$ cat config.mk
export PLATFORM = sky130hd
export DESIGN_NAME = mc_controller
export DESIGN_NICKNAME = d
export VERILOG_FILES = /design/src/rtl/mc_controller.sv
export SDC_FILE = /design/constraint.sdc
export NUM_CORES = 1
export LEC_CHECK = 0
export BUFFER_PORTS_ARGS = -buffer_cell sky130_fd_sc_hd__buf_2
export CAP_MARGIN = 20
export CELL_PAD_IN_SITES_DETAIL_PLACEMENT = 0
export CELL_PAD_IN_SITES_GLOBAL_PLACEMENT = 1
export CORE_MARGIN = 8
export CORE_UTILIZATION = 30
export DETAILED_ROUTE_END_ITERATION = 6
export PLACE_DENSITY = 0.66
export SKIP_LAST_GASP = 1
export SYNTH_ARGS = -nofsm -noshare
export SYNTH_HDL_FRONTEND = slang
export SYNTH_SLANG_ARGS = --single-unit
$ cat constraint.sdc
create_clock -name clk -period 6.4 [get_ports clk]
set_input_delay 0.32 -clock clk [delete_from_list [all_inputs] [get_ports clk]]
set_output_delay 0.32 -clock clk [all_outputs]
set_load 0.03 [all_outputs]
$ cat src/rtl/mc_controller.sv
// ---------------------------------------------------------------------------
// mc_controller
//
// Multi-cycle control FSM for the MIPS datapath. Sequences one instruction
// (addu, subu, ori, lw, sw, beq, jal, jr, lui) over FETCH/DECODE/EXE/MEM/WB.
// It waits on ready handshakes from instruction and data memory, and uses the
// same mux-select encodings as the single-cycle datapath.
//
// Ports:
//   clk        system clock, rising edge
//   reset      synchronous, active-low reset
//   opcode     IR[31:26] from the registered IR
//   funct      IR[5:0]
//   cmp_eq     GPR[rs]==GPR[rt], valid in EXE
//   IMReady    instruction word valid this cycle
//   DMReady    data memory access completes this cycle
//   IMReq      instruction fetch request
//   IRWr       load IR
//   PCWr       load PC from NPC
//   NPCOp      00 PC+4, 01 branch, 10 jal target, 11 GPR[rs]
//   GRFWr      register file write strobe
//   EXTOp      1 sign-extend, 0 zero-extend
//   ALUOp      00 add, 01 sub, 10 or
//   DMReq      data memory request
//   DMWr       data memory write (only with DMReq)
//   A3Sel      00 rd, 01 rt, 10 $31
//   WDSel      00 ALU, 01 DM, 10 PC+4, 11 imm<<16
//   BSel       1 ALU B = EXT output, 0 GPR[rt]
//   state      current state, for debug
//   instr_cnt  retired instruction count (one per PCWr cycle)
// ---------------------------------------------------------------------------
module mc_controller #(
    parameter int CNT_W = 32
) (
    input  logic             clk,
    input  logic             reset,
    input  logic [5:0]       opcode,
    input  logic [5:0]       funct,
    input  logic             cmp_eq,
    input  logic             IMReady,
    input  logic             DMReady,
    output logic             IMReq,
    output logic             IRWr,
    output logic             PCWr,
    output logic [1:0]       NPCOp,
    output logic             GRFWr,
    output logic             EXTOp,
    output logic [1:0]       ALUOp,
    output logic             DMReq,
    output logic             DMWr,
    output logic [1:0]       A3Sel,
    output logic [1:0]       WDSel,
    output logic             BSel,
    output logic [2:0]       state,
    output logic [CNT_W-1:0] instr_cnt
);

    typedef enum logic [2:0] {
        S_FETCH  = 3'd0,
        S_DECODE = 3'd1,
        S_EXE    = 3'd2,
        S_MEM    = 3'd3,
        S_WB     = 3'd4
    } state_t;

    state_t           state_reg;
    state_t           state_next;
    logic [CNT_W-1:0] cnt_reg;

    // Instruction decode from the registered IR fields
    logic r_type;
    logic is_addu, is_subu, is_jr, is_ori, is_lw, is_sw, is_beq, is_jal, is_lui, is_nop;

    assign r_type  = (opcode == 6'b000000);
    assign is_addu = r_type && (funct == 6'b100001);
    assign is_subu = r_type && (funct == 6'b100011);
    assign is_jr   = r_type && (funct == 6'b001000);
    assign is_ori  = (opcode == 6'b001101);
    assign is_lw   = (opcode == 6'b100011);
    assign is_sw   = (opcode == 6'b101011);
    assign is_beq  = (opcode == 6'b000100);
    assign is_jal  = (opcode == 6'b000011);
    assign is_lui  = (opcode == 6'b001111);
    assign is_nop  = !(is_addu || is_subu || is_jr || is_ori || is_lw ||
                       is_sw || is_beq || is_jal || is_lui);

    // Next-state logic; illegal encodings fall back to FETCH
    always_comb begin
        state_next = S_FETCH;
        case (state_reg)
            S_FETCH:  state_next = IMReady ? S_DECODE : S_FETCH;
            S_DECODE: begin
                if (is_jr || is_nop)
                    state_next = S_FETCH;
                else if (is_jal)
                    state_next = S_WB;
                else
                    state_next = S_EXE;
            end
            S_EXE: begin
                if (is_beq)
                    state_next = S_FETCH;
                else if (is_lw || is_sw)
                    state_next = S_MEM;
                else
                    state_next = S_WB;
            end
            S_MEM: begin
                if (!DMReady)
                    state_next = S_MEM;
                else if (is_sw)
                    state_next = S_FETCH;
                else
                    state_next = S_WB;
            end
            S_WB:     state_next = S_FETCH;
            default:  state_next = S_FETCH;
        endcase
    end

    // Strobes and selects follow the current state and the ready inputs so
    // the memories see a request in the same cycle it is owned. Holding
    // reset low forces everything to zero without waiting for an edge.
    always_comb begin
        IMReq = 1'b0;
        IRWr  = 1'b0;
        PCWr  = 1'b0;
        NPCOp = 2'b00;
        GRFWr = 1'b0;
        DMReq = 1'b0;
        DMWr  = 1'b0;
        EXTOp = 1'b0;
        ALUOp = 2'b00;
        A3Sel = 2'b00;
        WDSel = 2'b00;
        BSel  = 1'b0;
        if (reset) begin
            // Mode selects are held for the whole instruction once IR is valid
            if (state_reg == S_DECODE || state_reg == S_EXE ||
                state_reg == S_MEM    || state_reg == S_WB) begin
                if (is_ori)
                    ALUOp = 2'b10;
                else if (is_subu || is_beq)
                    ALUOp = 2'b01;
                EXTOp = is_lw || is_sw;
                BSel  = is_ori || is_lw || is_sw;
                if (is_jal)
                    A3Sel = 2'b10;
                else if (is_ori || is_lw || is_lui)
                    A3Sel = 2'b01;
                if (is_jal)
                    WDSel = 2'b10;
                else if (is_lui)
                    WDSel = 2'b11;
                else if (is_lw)
                    WDSel = 2'b01;
            end
            case (state_reg)
                S_FETCH: begin
                    IMReq = 1'b1;
                    IRWr  = IMReady;
                end
                S_DECODE: begin
                    if (is_jr) begin
                        PCWr  = 1'b1;
                        NPCOp = 2'b11;
                    end else if (is_nop) begin
                        PCWr  = 1'b1;
                    end
                end
                S_EXE: begin
                    if (is_beq) begin
                        PCWr  = 1'b1;
                        NPCOp = cmp_eq ? 2'b01 : 2'b00;
                    end
                end
                S_MEM: begin
                    DMReq = 1'b1;
                    DMWr  = is_sw;
                    PCWr  = is_sw && DMReady;
                end
                S_WB: begin
                    GRFWr = 1'b1;
                    PCWr  = 1'b1;
                    NPCOp = is_jal ? 2'b10 : 2'b00;
                end
                default: ;
            endcase
        end
    end

    always_ff @(posedge clk) begin
        if (!reset) begin
            state_reg <= S_FETCH;
            cnt_reg   <= '0;
        end else begin
            state_reg <= state_next;
            if (PCWr)
                cnt_reg <= cnt_reg + 1'b1;
        end
    end

    assign state     = state_reg;
    assign instr_cnt = cnt_reg;

endmodule

# Word-level counts from Yosys, hierarchy flattened
# Cells that the tools add are included.
# classes
addsub,1
n_eq_ne,13
muxes,46
reduce_logical,24
# op_table
operator,n
$add A32 B1 Y32 const B,1
$mux W2,13
$eq A6 B6 Y1 const B,4
$mux W1,24
$eq A6 B4 Y1 const B,3
$mux W3,6
$logic_or A1 B1 Y1,17
$pmux W3 S4,1
$eq A3 B2 Y1 const B,2
$eq A6 B2 Y1 const B,1
$eq A6 B3 Y1 const B,1
$logic_not A6 Y1,1
$pmux W2 S3,1
$logic_and A1 B1 Y1,4
$pmux W1 S4,1
$eq A3 B1 Y1 const B,1
$eq A3 B3 Y1 const B,1
$logic_not A3 Y1,1
$logic_not A1 Y1,1
# totals
register_bits,35
input_bits,17
output_inout_bits,51
word_cells,86

# Logic depth before layout (Yosys ltp)
# logic_depth
word_depth,14
depth_mapped,11
ltp_nobuf,6

# Worst setup path after synthesis
# No wires, ideal clock.
# synth_timing
kind,reg-to-output
startpoint,register state_reg[0] (netlist: state[0])
endpoint,output port ALUOp[0]
arrival_time_ns,2.757
required_time_ns,6.080
path_slack_ns,3.323
path_stages_with_launch,6
n_path_buf,1
path_cell_list,dfxtp_1 clkbuf_1 nor2_1 xnor2_1 nand2_1 a2111oi_0
# synth_via
elab_chain_cells,6
elab_cells_between_ends,9
classes_between,eq/ne: 4; mux: 2; reduce/logical: 3
# synth_lines
element,line_no,rtl
from (decl),66,state_t state_reg;
from (signal assigned),197,state_reg <= state_next;
$eq A3 B1 Y1 / $eq A3 B2 Y1 (equally long branches),139,if (state_reg == S_DECODE || state_reg == S_EXE ||
$logic_or A1 B1 Y1 (2 in series),139,
$logic_or A1 B1 Y1 *,140,state_reg == S_MEM || state_reg == S_WB) begin
$mux W2 *,139,
$mux W2 *,137,if (reset) begin
to (decl),48,"output logic [1:0] ALUOp,"
# Every way passes the cells marked *; elsewhere a longest branch is shown, timed or not.

# Worst setup path in the final report
# layout_timing
startpoint,register state_reg[0] (netlist: state[0])
endpoint,register cnt_reg[21] (netlist: instr_cnt[21])
# layout_via
elab_chain_cells,3
elab_cells_between_ends,6
classes_between,eq/ne: 4; mux: 2
# layout_lines
element,line_no,rtl
"$eq A3 B3 Y1, or another cell as far along",158,case (state_reg)
$pmux W1 S4 *,158,
$mux W1 *,137,
to (signal assigned),199,cnt_reg <= cnt_reg + 1'b1;
to (decl),68,logic [CNT_W-1:0] cnt_reg;
# Marked as above.
# A chain may end at the register's enable or synchronous reset.

==> run metrics <==
status complete, no violations; Post-CTS Resized 0; DP Worst Slack 3.27 ns; largest net degree at the start of global routing 30; Synth Cell Area 0.00214 mm^2; count of different cell masters after synthesis between 50 and 60; Post-Syn Instances 271; DR iter-0 viols between 70 and 80; Tot GR Track Use 0.120; Synth Net Count 289; vias in the first global route about 2100; root cell of the clock tree clkbuf_8; final wirelength around 6000 um; Core ar. 0.00683 mm^2; CTS clk-pin slew, worst paths 0.07 ns; initial core utilization 0.313; H-tree depth 2; Least-Margin Pin Slew between 0.9 and 1 ns; most frequent cells in the layout buf_2, dfxtp_1, a21oi_1; TNS Setup 0 ns; worst r2r path cells 6; Antenna Nets Post-Route 0; max-slew violations 0; ANT cells 0; max cap viols 0; drt wl/cell 14.0 um; most common cell after layout, fill and taps aside buf_2; cell taking the most area after synthesis dfxtp_1; Post-CTS Setup Bufs 0; Period minus WS final approximately 3.0 ns; Synth top area share 0.327; flops & latches, synth 35; crit path setup slack, layout 3.44 ns; top cells by area, synth dfxtp_1, a21oi_1, or3_1, o21ai_0, nand2_1; hold_ws 0.350 ns; Post-route DRC 0; RSZ-0062 raised after global routing no; global route total overflow 0; Pleak 1.01 nW; Die Width 100 um; clock skew between 0.008 and 0.009 ns; Sinks on Clock Net 35; Vias 2160; PwrDens roughly 170 mW/mm^2; Critical Path End Type flop; Layout Area Growth over Synthesis 20.9%; syn_area_per_cell 7.90 um^2; yosys warns 0; Hold Buf Count CTS 0; total I/O pin count 68; first-pass GRT wire length 9980 um; sequential area share after synthesis 0.327; layout cells sized above 1 0.270; die area 0.0101 mm^2; RD Place Congestion 0.768; initial antenna violation count 0; die height between 100 and 150 um; fmax 0.338 GHz; vias per std cell 5.07; Crit path required time 6.60 ns; CP arrival 3.17 ns; Tightest Hold Check Type in2reg; cell row count 30; Hold Path Stages 3; I/O Buffers between 60 and 70; CTS buffer count 5; CTS tree yes; kind of critical path reg2reg; worst vdd rail ir drop 66.5 uV; DP HPWL 4450 um; final setup fails 0; crit share post-route 0.463; Largest register FFs 32; Worst slew margin 0.368; Crit Path Max Fanout 24; clk_lat worst skew 0.29 ns; largest buffer count on any clock path 2; Final Hold Fails 0; critical path launch point type flop; Post-layout nets 347; Pre-antenna DRT Iters 4
-- routing by layer --
metal	track usage	vias to the layer above	routed length [um]
met5	0	-	0
met4	0.0349	0	67
met3	0.0325	5	283
met2	0.199	47	2790
met1	0.147	994	2830
li1	-	1114	-
-- worst max-delay path, stage by stage (launching register included) --
cell and delay [ns]:
dfxtp_1 0.56, nor3b_1 0.41, o21ai_0 0.18, a211oi_2 0.60
o2111ai_4 0.39, or4b_1 0.59, a21oi_1 0.14
-- stage by stage --
step                      utilization  cells  area (um^2)  power [mW]
after floorplan                     -    271         2140       0.259
after global placement          0.365    417         2490       0.273
after detailed placement        0.365    417         2490       0.273
after CTS                       0.377    425         2580       0.435
after global routing            0.379    426         2590       0.447
final                           0.379    426         2590       0.427
-- worst paths after layout --
kind	slack, ns	start	endpoint
min reg2reg	0.49	instr_cnt[1]$_SDFFE_PN0P_	instr_cnt[1]$_SDFFE_PN0P_
max	3.44	state[0]$_SDFF_PN0_	instr_cnt[21]$_SDFFE_PN0P_
max reg2reg	3.44	state[0]$_SDFF_PN0_	instr_cnt[21]$_SDFFE_PN0P_
min	0.35	IMReady	state[0]$_SDFF_PN0_
-- Yosys cell counts, drive strengths merged --
library cell / n
dfxtp: 35
a21oi: 24
nand2: 19
nor2: 19
o21ai: 19
or3: 17
nand3: 14
inv: 10
nor3: 10
buf: 9
clkbuf: 8
nand4: 8
and3: 6
nand2b: 5
o211ai: 5
or2: 5
xnor2: 5
and2: 4
o21a: 4
or4: 4
xor2: 4
a211oi: 3
mux2i: 3
nor2b: 3
nor4b: 3
o2111ai: 3
o41ai: 3
and4: 2
nor3b: 2
o311ai: 2
o31ai: 2
a2111oi: 1
a31o: 1
and4bb: 1
ha: 1
nand3b: 1
nand4bb: 1
nor4: 1
o22ai: 1
o31a: 1
or2b: 1
or4b: 1
-- layout make-up --
cell class / instances / area [um^2]
fill: 752 / 4250
multi-input combinational: 209 / 1300
sequential: 35 / 701
timing repair buffer: 68 / 343
tap: 96 / 120
clock buffer: 6 / 72.6
inverter: 10 / 37.5
clock inverter: 2 / 12.5
-- kinds of logic after synthesis --
family,synth area share
flip-flops,0.327
adder cells (fa/ha/maj),0.00585
AO/OA/AOI/OAI,0.209
AND/OR/NAND/NOR,0.342
XOR/XNOR,0.0368
buffers and inverters,0.0649
multiplexers,0.0140
-- power by group --
part / leakage (nW) / internal [mW] / switching [mW] / total, mW
Combinational: 0.685 / 0.0147 / 0.0300 / 0.0447
Sequential: 0.282 / 0.220 / 0.00306 / 0.223
Clock: 0.0412 / 0.0761 / 0.0839 / 0.160
Total: 1.01 / 0.310 / 0.117 / 0.427
Power figures use the tool's default switching activity.
